## config.mk

```make
export PLATFORM = sky130hd
export DESIGN_NAME = light_mode_ctrl
export DESIGN_NICKNAME = d
export VERILOG_FILES = /design/src/rtl/light_pkg.sv /design/src/rtl/pwm_gen.sv /design/src/rtl/light_mode_ctrl.sv
export SDC_FILE = /design/constraint.sdc
export NUM_CORES = 1
export LEC_CHECK = 0
export BUFFER_PORTS_ARGS = -buffer_cell sky130_fd_sc_hd__buf_2
export CORE_UTILIZATION = 45
export DETAILED_ROUTE_END_ITERATION = 12
export GPL_ROUTABILITY_DRIVEN = 0
export GPL_TIMING_DRIVEN = 0
export PLACE_DENSITY = 0.69
export SYNTH_ARGS = -nofsm -noshare
export SYNTH_HDL_FRONTEND = slang
export SYNTH_SLANG_ARGS = --single-unit
```

## constraint.sdc

```tcl
create_clock -name i_clk -period 4.9 [get_ports i_clk]
set_clock_uncertainty 0.15 [all_clocks]
set_input_delay 0.245 -clock i_clk [delete_from_list [all_inputs] [get_ports i_clk]]
set_output_delay 0.245 -clock i_clk [all_outputs]
set_load 0.02 [all_outputs]
```

## src/rtl/light_pkg.sv

```systemverilog
// Shared definitions for the light-stand mode controller: mode encodings,
// the mode type and the default PWM/duty constants.
package light_pkg;

  // Light stand modes in press order; the encoding is visible on o_mode.
  typedef enum logic [1:0] {
    MODE_OFF  = 2'd0,
    MODE_LOW  = 2'd1,
    MODE_MID  = 2'd2,
    MODE_HIGH = 2'd3
  } mode_t;

  localparam int DEF_PWM_PERIOD      = 1000;
  localparam int DEF_DUTY_LOW        = 250;
  localparam int DEF_DUTY_MID        = 500;
  localparam int DEF_DUTY_HIGH       = 1000;
  localparam int DEF_AUTO_OFF_CYCLES = 100_000_000;

endpackage

```

## src/rtl/pwm_gen.sv

```systemverilog
// Glitch-free PWM generator. A free-running period counter drives a
// registered compare against a shadowed duty. The shadow only loads on the
// last count of a period, so a duty change never disturbs a period already
// in progress.
module pwm_gen #(
  parameter int PWM_PERIOD = 1000,
  localparam int CNT_W     = $clog2(PWM_PERIOD),
  localparam int CMP_W     = $clog2(PWM_PERIOD + 1)
) (
  input  logic             i_clk,
  input  logic             i_reset,
  input  logic [CMP_W-1:0] i_duty,
  output logic             o_pwm,
  output logic             o_period_start
);

  localparam logic [CNT_W-1:0] CNT_LAST = CNT_W'(PWM_PERIOD - 1);

  logic [CNT_W-1:0] cnt;
  logic [CMP_W-1:0] duty_active;
  logic [CMP_W-1:0] cnt_ext;
  logic             wrap;

  // Compare width is one wider when needed so a duty equal to the period
  // is representable and gives a constant-high output.
  assign cnt_ext = CMP_W'(cnt);
  assign wrap    = (cnt == CNT_LAST);

  // Period counter, duty shadow and registered outputs.
  always_ff @(posedge i_clk) begin
    if (i_reset) begin
      cnt            <= '0;
      duty_active    <= '0;
      o_pwm          <= 1'b0;
      o_period_start <= 1'b0;
    end else begin
      cnt            <= wrap ? '0 : cnt + 1'b1;
      if (wrap) begin
        duty_active <= i_duty;
      end
      o_pwm          <= (cnt_ext < duty_active);
      o_period_start <= (cnt == '0);
    end
  end

endmodule

```

## src/rtl/light_mode_ctrl.sv

```systemverilog
// Light-stand mode controller. Edge-detects the debounced press strobe,
// steps OFF -> LOW -> MID -> HIGH -> OFF on each accepted press, selects the
// PWM duty for the current mode and drives the LED through pwm_gen.
// Optional idle auto-off: define LIGHT_AUTO_OFF_EN to return to OFF after
// AUTO_OFF_CYCLES cycles without an accepted press.
//
// Press strobe protocol: i_press has no ready/acknowledge; a press is taken
// on the single cycle where i_press is 1 and was 0 the cycle before, so a
// strobe held high for many cycles counts once. The FSM state is visible
// directly on o_mode.
module light_mode_ctrl
  import light_pkg::*;
#(
  parameter int PWM_PERIOD      = DEF_PWM_PERIOD,
  parameter int DUTY_LOW        = DEF_DUTY_LOW,
  parameter int DUTY_MID        = DEF_DUTY_MID,
  parameter int DUTY_HIGH       = DEF_DUTY_HIGH,
  parameter int AUTO_OFF_CYCLES = DEF_AUTO_OFF_CYCLES
) (
  input  logic       i_clk,
  input  logic       i_reset,
  input  logic       i_press,
  output logic [1:0] o_mode,
  output logic       o_pwm,
  output logic       o_period_start
);

  localparam int CMP_W = $clog2(PWM_PERIOD + 1);

  mode_t            mode_q;
  mode_t            mode_d;
  logic             press_q;
  logic             accept;
  logic             timeout;
  logic [CMP_W-1:0] duty_sel;

  assign accept = i_press & ~press_q;
  assign o_mode = mode_q;

  // Previous-cycle press for rising-edge detection.
  always_ff @(posedge i_clk) begin
    if (i_reset) begin
      press_q <= 1'b0;
    end else begin
      press_q <= i_press;
    end
  end

`ifdef LIGHT_AUTO_OFF_EN
  localparam int IDLE_W = $clog2(AUTO_OFF_CYCLES + 1);
  localparam logic [IDLE_W-1:0] IDLE_LAST = IDLE_W'(AUTO_OFF_CYCLES - 1);

  logic [IDLE_W-1:0] idle_cnt;

  assign timeout = (mode_q != MODE_OFF) && (idle_cnt == IDLE_LAST);

  // Idle counter: runs while lit, cleared by presses, held at 0 in OFF.
  always_ff @(posedge i_clk) begin
    if (i_reset) begin
      idle_cnt <= '0;
    end else if (accept || mode_q == MODE_OFF || timeout) begin
      idle_cnt <= '0;
    end else begin
      idle_cnt <= idle_cnt + 1'b1;
    end
  end
`else
  assign timeout = 1'b0;
`endif

  // Mode state register.
  always_ff @(posedge i_clk) begin
    if (i_reset) begin
      mode_q <= MODE_OFF;
    end else begin
      mode_q <= mode_d;
    end
  end

  // Next mode: an accepted press steps the cycle and wins over a timeout.
  always_comb begin
    mode_d = mode_q;
    if (accept) begin
      unique case (mode_q)
        MODE_OFF:  mode_d = MODE_LOW;
        MODE_LOW:  mode_d = MODE_MID;
        MODE_MID:  mode_d = MODE_HIGH;
        MODE_HIGH: mode_d = MODE_OFF;
        default:   mode_d = MODE_OFF;
      endcase
    end else if (timeout) begin
      mode_d = MODE_OFF;
    end
  end

  // Duty select from the current mode.
  always_comb begin
    duty_sel = '0;
    unique case (mode_q)
      MODE_OFF:  duty_sel = '0;
      MODE_LOW:  duty_sel = CMP_W'(DUTY_LOW);
      MODE_MID:  duty_sel = CMP_W'(DUTY_MID);
      MODE_HIGH: duty_sel = CMP_W'(DUTY_HIGH);
      default:   duty_sel = '0;
    endcase
  end

  pwm_gen #(
    .PWM_PERIOD (PWM_PERIOD)
  ) u_pwm_gen (
    .i_clk          (i_clk),
    .i_reset        (i_reset),
    .i_duty         (duty_sel),
    .o_pwm          (o_pwm),
    .o_period_start (o_period_start)
  );

endmodule

```

## Word level (Yosys, flattened, before mapping)

Cells that the tools add are included.

| storage, ports and cells | value |
|---|---|
| flip-flop bits (word level) | 25 |
| output and inout bits | 4 |
| memories | 0 |
| RAM bits | 0 |
| memory bits (read-only) | 0 |
| latch bits | 0 |
| logic and storage cells | 19 |

| cells by class | value |
|---|---|
| magnitude comparators | 1 |
| bitwise logic cells | 2 |
| shifts and indexed selects | 0 |
| eq/ne operators | 4 |
| multiplexer cells | 2 |
| reductions and logical operators | 3 |
| $add $sub $neg | 1 |
| multiply operators | 0 |
| divide/modulo/power cells | 0 |

Operator list:

| operator | number |
|---|---|
| $pmux 10 s4 | 1 |
| $add 10x1->10 const B | 1 |
| $eq 10x10->1 const B | 1 |
| $logic_not 10->1 | 1 |
| $lt 10x10->1 | 1 |
| $pmux 2 s4 | 1 |
| $eq 2x2->1 const B | 2 |
| $eq 2x1->1 const B | 1 |
| $logic_not 2->1 | 1 |
| $reduce_or 2->1 | 1 |
| $and 1x1->1 | 1 |
| $not 1->1 | 1 |

## Logic depth before layout (Yosys ltp)

Gate-level depths: netlist of the first run.

| depth | value |
|---|---|
| depth after elaboration | 2 |
| depth in mapped cells | 6 |
| depth with buffers taken out | 6 |

## By module

A second synthesis of the first run with hierarchy kept.

| second synthesis, totals | value |
|---|---|
| cell total of the unflattened synthesis | 139 |
| area total of the unflattened synthesis | 1293.7 µm² |

By module, submodules not included:

| module | cells an instance | times used | seq. area each (µm²) | area each (µm²) |
|---|---|---|---|---|
| pwm_gen | 118 | 1 | 440.4 | 1106.1 |
| light_mode_ctrl | 21 | 1 | 60.1 | 187.7 |

## Worst setup path after synthesis of the first run

Ideal clock, no wire load.

| timing | value |
|---|---|
| path type | register to register |
| from | register u_pwm_gen.cnt[4] |
| to | register u_pwm_gen.o_pwm |
| slack | 3.144 ns |
| clock period less this slack | 1.756 ns |
| arrival | 1.491 ns |
| library setup time | 0.115 ns |
| cell stages (with the launch flop) | 5 |
| cells stage by stage | dfxtp_1 ha_1 a2111oi_0 a21oi_1 a2111oi_0 |

| between the ends | value |
|---|---|
| cells in the longest elaborated chain, start to end | 1 |

RTL lines:

| what | RTL line | text |
|---|---|---|
| start: declaration | pwm_gen.sv:19 | `logic [CNT_W-1:0] cnt;` |
| start signal: assignment | pwm_gen.sv:37 | `cnt <= wrap ? '0 : cnt + 1'b1;` |
| $lt 10x10->1 | pwm_gen.sv:41 | `o_pwm <= (cnt_ext < duty_active);` |
| end signal: assignment | pwm_gen.sv:41 |  |
| end: declaration | pwm_gen.sv:13 | `output logic o_pwm,` |

No other way between the ends.
A chain may end at the register's enable or synchronous reset.

## Worst setup path after layout of the first run

Ends and elaborated chain as after synthesis.

==> results.json, run 1 <==
{
  "cp_slowest_cell": "dfxtp_1",
  "r2r-start": "u_pwm_gen.cnt[4]",
  "fin_nets": 156,
  "status": "finished clean",
  "cts_tree": "done",
  "grt_pass1_vias": 855,
  "yosys.area.top_type": "dfxtp_1",
  "dr.pass1.iters": 4,
  "ant_nets": 0,
  "hold_depth": 2,
  "holdWs_ps": 21.8,
  "reg2reg_depth": 4,
  "post-cts-setup-buffers": 0,
  "yosysSeqAreaShare_pct": 37.4,
  "slew_headroom_pct": 64.7,
  "io_pins": 7,
  "area_delta_synth_final_pct": 9.68,
  "power.density_nw_per_um2": 266,
  "min_period_ps": 2000,
  "avgSynthCellArea_um2": 9.26,
  "netlist_area_um2": 1180,
  "clock-sinks": 22,
  "path_class": "reg2reg",
  "wl_um": 2170,
  "rsz0062_at_grt": "no",
  "drive_gt1_share_pct": 13.8,
  "async_flop_share_pct": 0,
  "synth_top_cell_area_share_pct": 37.4,
  "final_cell_count_no_fill": 168,
  "htree_levels": 1,
  "fmax_mhz": 500,
  "hold_path_end": "u_pwm_gen.o_pwm",
  "timing.critical_path.from": "u_pwm_gen.cnt[4]",
  "cts_buffers": 3,
  "crit_chain": "ha_1, a2111oi_0, a21oi_1, a2111oi_0",
  "rows": 18,
  "portBuffers": 6,
  "wl_per_cell_um": 12.9,
  "ys.flop_type": "dfxtp_1",
  "ir_drop_uv": 145,
  "clk_latency_ps": 310,
  "hold_violations": 0,
  "synthDistinctLibCells": 36,
  "reg2reg_to": "u_pwm_gen.o_pwm",
  "place_inst": 163,
  "drc": 0,
  "cap_violations": 0,
  "grt_max_degree": 13,
  "ff2ff_setup_slack_ps": 2900,
  "cts_buffer_depth": 2,
  "dieArea_um2": 2820,
  "core_um2": 2480,
  "cts-hold-fix-buffers": 1,
  "worst_pin_slew_ps": 525,
  "grt-ovfl-total": 0,
  "postLayoutCoreUtil_pct": 52.1,
  "p_leak_uw": 0.000487,
  "syn_nets": 144,
  "via_count": 911,
  "syn_inst": 127,
  "dp_hpwl_um": 1610,
  "track_usage_pct": 18.9,
  "antenna-diode-count": 0,
  "power_uw": 343,
  "cpMostUsedCell": "a2111oi_0",
  "critPathBufInv": 0,
  "grt_pass1_wl_um": 3800,
  "finalSetupViolCount": 0,
  "finalSetupTns_ps": 0,
  "start_util_pct": 47.5,
  "cts-resized-gates": 0,
  "cp.required_ps": 4950,
  "crit_fanout": 6,
  "cp_slowest_stage_delay_ps": 510,
  "path_delay_family": "compound AO/OA/AOI/OAI gates",
  "die_w_um": 53.1,
  "yosys_warnings": 0,
  "drtIter0Drc": 12,
  "die_h_um": 53.1,
  "synth_seq_cells": 22,
  "via_per_inst": 5.42,
  "crit_path_end_kind": "register",
  "cts_root_buf": "clkbuf_4",
  "final_max_slew_viol_count": 0,
  "antenna_found_initial": 0,
  "worstPathArrival_ps": 2050,
  "min_from": "i_reset",
  "timing.final.crit_share_pct": 40.8,
  "critPathLaunchType": "register",
  "synth_edf_count": 0,
  "synth.area.top_cells": "dfxtp_1 37%, ha_1 15%, nor2_1 4.8%",
  "worstHoldPathType": "in2reg",
  "clk_pin_slew_ps": 120,
  "cp_num_cells": 4
}
==> worst reg2reg max path: stages, from the launching register on <==
cell and delay, ps:
dfxtp_1 510, ha_1 310, a2111oi_0 410, a21oi_1 120, a2111oi_0 380
==> power breakdown <==
part / total [µW] / internal [µW] / switching, µW
clock network: 102 / 45.5 / 56.1
logic: 45.7 / 20.7 / 25.0
registers: 196 / 187 / 8.88
total: 343 / 253 / 90.0
==> layout by cell type, fill, tap and decap left out, drive strengths merged <==
master / instances
a2111oi: 2
a211oi: 3
a21o: 1
a21oi: 6
a31oi: 1
and3: 1
buf: 8
clkbuf: 7
dfxtp: 22
dlygate4sd3: 1
ha: 14
inv: 12
mux2i: 4
nand2: 4
nand3: 7
nand4: 3
nor2: 16
nor2b: 2
nor3: 6
nor3b: 1
nor4: 3
nor4b: 1
o2111ai: 2
o211ai: 1
o21a: 1
o31ai: 1
or2: 1
or3: 1
or3b: 1
xnor2: 3
xor2: 2
==> Yosys cell counts (2+ instances only) <==
cell type	number
nor2b_1	2
nand4_1	2
a211oi_1	2
nor4_1	2
nor2_1	15
mux2i_1	4
inv_1	12
o2111ai_1	2
nand3_1	7
dfxtp_1	22
a21oi_1	6
ha_1	14
a2111oi_0	2
xor2_1	2
xnor2_1	3
nor3_1	6
nand2_1	4
buf_6	2
==> metal layers <==
metal / GRT usage [%] / vias up / wire length, µm / part of all wire, %
met5: 0 / - / 0 / 0
met4: 9.21 / 0 / 50 / 2.3
met3: 2.87 / 5 / 70 / 3.2
met2: 30.6 / 18 / 1010 / 47
met1: 24.0 / 422 / 1040 / 48
li1: - / 466 / - / -
==> sequential cells by signal (all words and copies together) (netlist names) <==
register and cells:
o_mode 2, press_q 1, u_pwm_gen.cnt 10, u_pwm_gen.duty_active 7, u_pwm_gen.o_period_start 1, u_pwm_gen.o_pwm 1
==> cells by family after synthesis <==
group           after synthesis  share of synthesized area, %
flops                        22                          37.4
xor+xnor                      5                          3.72
compound gates               18                          11.0
buf+inv                      17                          7.66
fa+ha+maj                    14                          14.9
simple gates                 47                          21.9
mux                           4                          3.40
==> worst max path at each step <==
stage / endpoint / slack (ps)
2_1_floorplan: u_pwm_gen.o_pwm / 3140
3_3_place_gp: u_pwm_gen.o_pwm / 2960
3_5_place_dp: u_pwm_gen.o_pwm / 2960
4_1_cts: u_pwm_gen.o_pwm / 2910
5_1_grt: u_pwm_gen.o_pwm / 2780
6_report: u_pwm_gen.o_pwm / 2900
==> per-stage QoR <==
step | setup WS [ps] | area [µm²]
final | 2900 | 1290
after floorplan | 3140 | 1180
after global routing | 2780 | 1290
after global placement | 2960 | 1240
after detailed placement | 2960 | 1240
after CTS | 2910 | 1290
==> area by class of cell <==
class | instances | area, µm²
Inverter | 12 | 45.0
Sequential cell | 22 | 440
Fill cell | 247 | 1190
Tap cell | 30 | 37.5
Clock buffer | 4 | 36.3
Timing Repair Buffer | 7 | 40.0
Buffer | 5 | 45.0
Multi-Input combinational cell | 88 | 646
Note: power is estimated with default switching activity, not from simulation.
==> run 2, diff against run 1 <==
- PLACE_DENSITY: 0.69 -> 0.71
- clock period: 4.9 -> 1.6 ns (I/O delays scaled with it)
==> run 2 against run 1 <==
Clock power grew to 3.1 times the previous value; first-iteration DRC count grew to 2.5 times the previous value; critical path depth grew 2.
==> results.json, run 2 (synthesis gave the netlist of run 1 again) <==
{
  "crit_fanout": 3,
  "path_class": "reg2reg",
  "largest_register_ffs": 10,
  "cts_root_buf": "clkbuf_4",
  "wl_per_cell_um": 15.0,
  "dp_hpwl_um": 1680,
  "final_common_cell": "nor2_1",
  "status": "finished clean",
  "grt_pass1_vias": 909,
  "via_per_inst": 5.45,
  "fillers": 201,
  "drive_gt1_share_pct": 38.7,
  "grt-ovfl-total": 0,
  "timing.critical_path.from": "u_pwm_gen.duty_active[7]",
  "drc": 0,
  "hold_depth": 1,
  "fmax_mhz": 628,
  "final_max_slew_viol_count": 0,
  "ant_nets": 0,
  "drtIter0Drc": 30,
  "wl_um": 2700,
  "cts_buffers": 3,
  "clk_pin_slew_ps": 120,
  "clk_latency_ps": 320,
  "met1_length_um": 1200,
  "rows": 18,
  "hold_violations": 0,
  "min_from": "u_pwm_gen.cnt[0]",
  "p_leak_uw": 0.000590,
  "antenna_found_initial": 0,
  "wl_met2_um": 1330,
  "finalSetupViolCount": 0,
  "ir_drop_uv": 407,
  "die_h_um": 53.1,
  "regArea_um2": 475,
  "regMostFlops": "u_pwm_gen.cnt",
  "area_delta_synth_final_pct": 34.1,
  "htree_levels": 1,
  "cts_buffer_depth": 2,
  "slew_headroom_pct": 68.8,
  "track_usage_pct": 20.9,
  "dr.pass1.iters": 4,
  "grt_max_degree": 13,
  "finalSetupTns_ps": 0,
  "worst_pin_slew_ps": 468,
  "start_util_pct": 47.5,
  "placed_area_um2": 1270,
  "dieArea_um2": 2820,
  "antenna-diode-count": 0,
  "core_um2": 2480,
  "cts_tree": "done",
  "multiInputGateArea_um2": 778,
  "rsz0062_at_grt": "yes",
  "mostFrequentLayoutCells": "15 x nor2_1, 10 x ha_1, 10 x dfxtp_1",
  "grt_pass1_wl_um": 4150,
  "min_period_ps": 1590,
  "routed.top_layer": "met4",
  "r2r-start": "u_pwm_gen.duty_active[7]",
  "final_area_um2": 1580,
  "clock-sinks": 22,
  "via_count": 981,
  "route.met3.wl_um": 92,
  "worstPathArrival_ps": 1660,
  "worstHoldPathType": "reg2reg",
  "crit_path_end_kind": "register",
  "cp.required_ps": 1670,
  "power.density_nw_per_um2": 693,
  "fin_nets": 168,
  "portBuffers": 6,
  "timing.final.crit_share_pct": 99.5,
  "cap_violations": 0,
  "die_w_um": 53.1,
  "critPathLaunchType": "register",
  "reg2reg_depth": 6,
  "io_pins": 7
}
run 2: changes by cell type in the layout (fill, tap and decap cells not counted), sizes merged:
cell	change
dlygate4sd3	+1
buf	+13
clkbuf	-2
run 2: where the power goes:
group          internal [µW]  total (µW)  switching (µW)
sequential               568         601            32.3
clock                    139         312             173
combinational           87.7         181            93.7
total                    795        1090             299
run 2: metrics by stage:
stage / worst slack [ps] / std cells / hold slack [ps] / util (%) / total power [µW]
detailed placement: -193 / 163 / 168 / 51.4 / 759
floorplan: -18.5 / 127 / 19.8 / - / 715
finish: 7.52 / 180 / 320 / 63.7 / 1090
global route: -83.8 / 180 / 335 / 63.7 / 1150
global placement: -125 / 163 / 155 / 51.4 / 751
CTS: -59.7 / 173 / 349 / 58.1 / 1080
run 2: timing repair:
item / CTS / global route
endpoints found under the setup margin: 14 / 14
pin swaps: 7 / 6
endpoints found under the hold margin: 9 / 0
buffers inserted: 4 / 7
gates resized for setup: 23 / 20
hold buffers: 2 / 0
run 2: worst max-delay path: stages, from the launching register on:
cell and delay, ps:
dfxtp_2 360, inv_2 60, ha_1 300, o21a_1 120, o2111ai_1 210, a21oi_1 80
a2111oi_2 230
run 2: layout make-up:
class                           instances  share of cell area [%]
Multi-Input combinational cell         88                    49.3
Sequential cell                        22                    30.1
Timing Repair Buffer                   19                    9.44
Buffer                                  5                    3.57
Inverter                               12                    2.85
Tap cell                               30                    2.38
Clock buffer                            4                    2.30
run 2: layer usage:
metal | global-route usage, % | vias up
met5 | 0 | -
met2 | 36.3 | 22
met1 | 23.9 | 459
met3 | 3.74 | 9
met4 | 11.4 | 0
li1 | - | 491
run 2: worst paths after layout:
path	to	slack [ps]
worst max register to register	u_pwm_gen.o_pwm	8
worst max-delay path	u_pwm_gen.o_pwm	8
worst min register to register	u_pwm_gen.cnt[0]	320
worst min-delay path	u_pwm_gen.cnt[0]	320
==> run 3, diff against run 2 <==
- BUFFER_PORTS_ARGS: -buffer_cell sky130_fd_sc_hd__buf_2 -> not set
- DONT_BUFFER_PORTS: not set -> 1
- PLACE_DENSITY: 0.71 -> not set
- PLACE_DENSITY_LB_ADDON: not set -> 0.12
==> run 3 against run 2 <==
The run now ends with setup timing left; maximum frequency shrank 2.2%; cell count shrank 5.0%; final area shrank 3.2%; total power grew 9.0%; sequential power grew 3%; first-iteration DRC count shrank 27%; combinational power shrank 19%; die area is the same; clock power grew 38%; critical path depth is the same; critical path type unchanged; critical endpoint unchanged.
==> results.json, run 3 (synthesis gave the netlist of run 1 again) <==
{
  "clk_latency_ps": 310,
  "clk_pin_slew_ps": 130,
  "wl_per_cell_um": 15.8,
  "mostFrequentLayoutCells": "15 x nor2_1, 11 x inv_1, 9 x ha_1, 9 x dfxtp_1, 8 x dfxtp_2",
  "worstHoldPathType": "in2reg",
  "final_cell_count_no_fill": 171,
  "drc": 0,
  "worstPathArrival_ps": 1700,
  "top_usage_layer": "met2",
  "htree_levels": 1,
  "setup_ws_ps": -28.6,
  "p_leak_uw": 0.000552,
  "cap_violations": 0,
  "slew_headroom_pct": 68.8,
  "hold_violations": 0,
  "track_usage_pct": 20.2,
  "cp_slowest_cell": "dfxtp_2",
  "timing.critical_path.from": "u_pwm_gen.duty_active[7]",
  "final_max_slew_viol_count": 0,
  "drtIter0Drc": 22,
  "cts_root_buf": "clkbuf_4",
  "crit_chain": "inv_2, ha_1, o21a_1, o2111ai_2, a21oi_2, a2111oi_2",
  "ant_nets": 0,
  "die_h_um": 53.1,
  "fin_nets": 159,
  "rows": 18,
  "worst_pin_slew_ps": 469,
  "grt-ovfl-total": 0,
  "largest_register_ffs": 10,
  "cp_slowest_stage_delay_ps": 360,
  "regMostFlops": "u_pwm_gen.cnt",
  "path_class": "reg2reg",
  "core_um2": 2480,
  "timing.final.crit_share_pct": 102,
  "antenna_found_initial": 0,
  "ir_drop_uv": 559,
  "grt_pass1_wl_um": 4040,
  "via_per_inst": 5.57,
  "critPathLaunchType": "register",
  "status": "finished, violations left",
  "grt_pass1_vias": 903,
  "clock-sinks": 22,
  "dp_hpwl_um": 1620,
  "reg2reg_to": "u_pwm_gen.o_pwm",
  "area_delta_synth_final_pct": 29.9,
  "io_pins": 7,
  "final_common_cell": "nor2_1",
  "place_inst": 157,
  "min_period_ps": 1630,
  "min_from": "i_reset",
  "power_uw": 1190,
  "finalSetupViolCount": 1,
  "failed_checks": "setup timing",
  "antenna-diode-count": 0,
  "grt_util_met2_pct": 33.3,
  "drive_gt1_share_pct": 34.0,
  "grt_max_degree": 14,
  "cp.required_ps": 1680,
  "cts_tree": "done",
  "gr-usage-met1_pct": 26.0,
  "crit_path_end_kind": "register",
  "cts_buffer_depth": 2,
  "reg2reg_depth": 6,
  "hold_depth": 2,
  "dieArea_um2": 2820,
  "r2r-start": "u_pwm_gen.duty_active[7]",
  "rsz0062_at_grt": "yes",
  "dr.pass1.iters": 4,
  "power.density_nw_per_um2": 781,
  "wl_um": 2700,
  "crit_fanout": 3,
  "start_util_pct": 47.5,
  "portBuffers": 0,
  "die_w_um": 53.1,
  "cts_buffers": 3,
  "fmax_mhz": 614,
  "hold_path_end": "o_mode[1]",
  "use_met3_pct": 4.31,
  "via_count": 953,
  "ff2ff_setup_slack_ps": -30
}
-- run 3: cell count changes in the layout (fill, tap and decap cells not counted), sizes merged --
cell / before / now
bufinv: 0 / 1
buf: 21 / 11
-- run 3: layout make-up --
class	instances	area [µm²]
Fill cell	212	950
Multi-Input combinational cell	88	769
Sequential cell	22	469
Timing Repair Buffer	10	97.6
Buffer	5	56.3
Inverter	12	45.0
Tap cell	30	37.5
Clock inverter	1	30.0
Clock buffer	3	22.5
-- run 3: worst max path at each step --
stage	cells after the start	slack (ps)	end
3_5_place_dp	6	-180	u_pwm_gen.o_pwm
6_report	6	-30	u_pwm_gen.o_pwm
5_1_grt	6	-80	u_pwm_gen.o_pwm
2_1_floorplan	6	-20	u_pwm_gen.o_pwm
3_3_place_gp	6	-170	u_pwm_gen.o_pwm
4_1_cts	5	-120	u_pwm_gen.o_pwm
-- run 3: stage by stage --
| step | TNS [ps] | hold WS (ps) | util, % | worst slack, ps | cell area, µm² |
|---|---|---|---|---|---|
| after floorplan | -18.5 | 19.8 | - | -18.5 | 1200 |
| after global routing | -86.3 | 19.3 | 61.7 | -79.4 | 1530 |
| after detailed placement | -1080 | 29.3 | 50.2 | -176 | 1240 |
| final | -28.6 | 6.98 | 61.7 | -28.6 | 1530 |
| after CTS | -122 | 17.9 | 57.2 | -122 | 1420 |
| after global placement | -1120 | 34.1 | 50.2 | -172 | 1240 |
-- run 3: timing repair --
item                                    4_1_cts  5_1_grt
hold endpoints to repair                     13        0
hold buffers                                  2        0
setup buffers                                 4        3
resized for setup                            20       17
endpoints found under the setup margin       14        8
cloned                                        0        1
pin swaps                                     6        5
-- run 3: power by group --
| group | switching, µW | leakage, µW | internal, µW | total (µW) |
|---|---|---|---|---|
| Sequential | 47.0 | 0.000187 | 570 | 617 |
| Clock | 176 | 0.0000279 | 253 | 429 |
| Combinational | 73.5 | 0.000337 | 72.8 | 146 |
-- run 3: worst max-delay path, delay by kind of cell, from the launching register on --
| family | cells | cell delay (ps) |
|---|---|---|
| buf+inv | 1 | 60 |
| compound gates | 4 | 670 |
| fa+ha+maj | 1 | 310 |
| flops | 1 | 360 |
-- run 3: per-layer routing --
layer  vias up  wire length [µm]
li1        472                 -
met1       460              1220
met2        15              1370
met3         6                74
met4         0                42
met5         -                 0
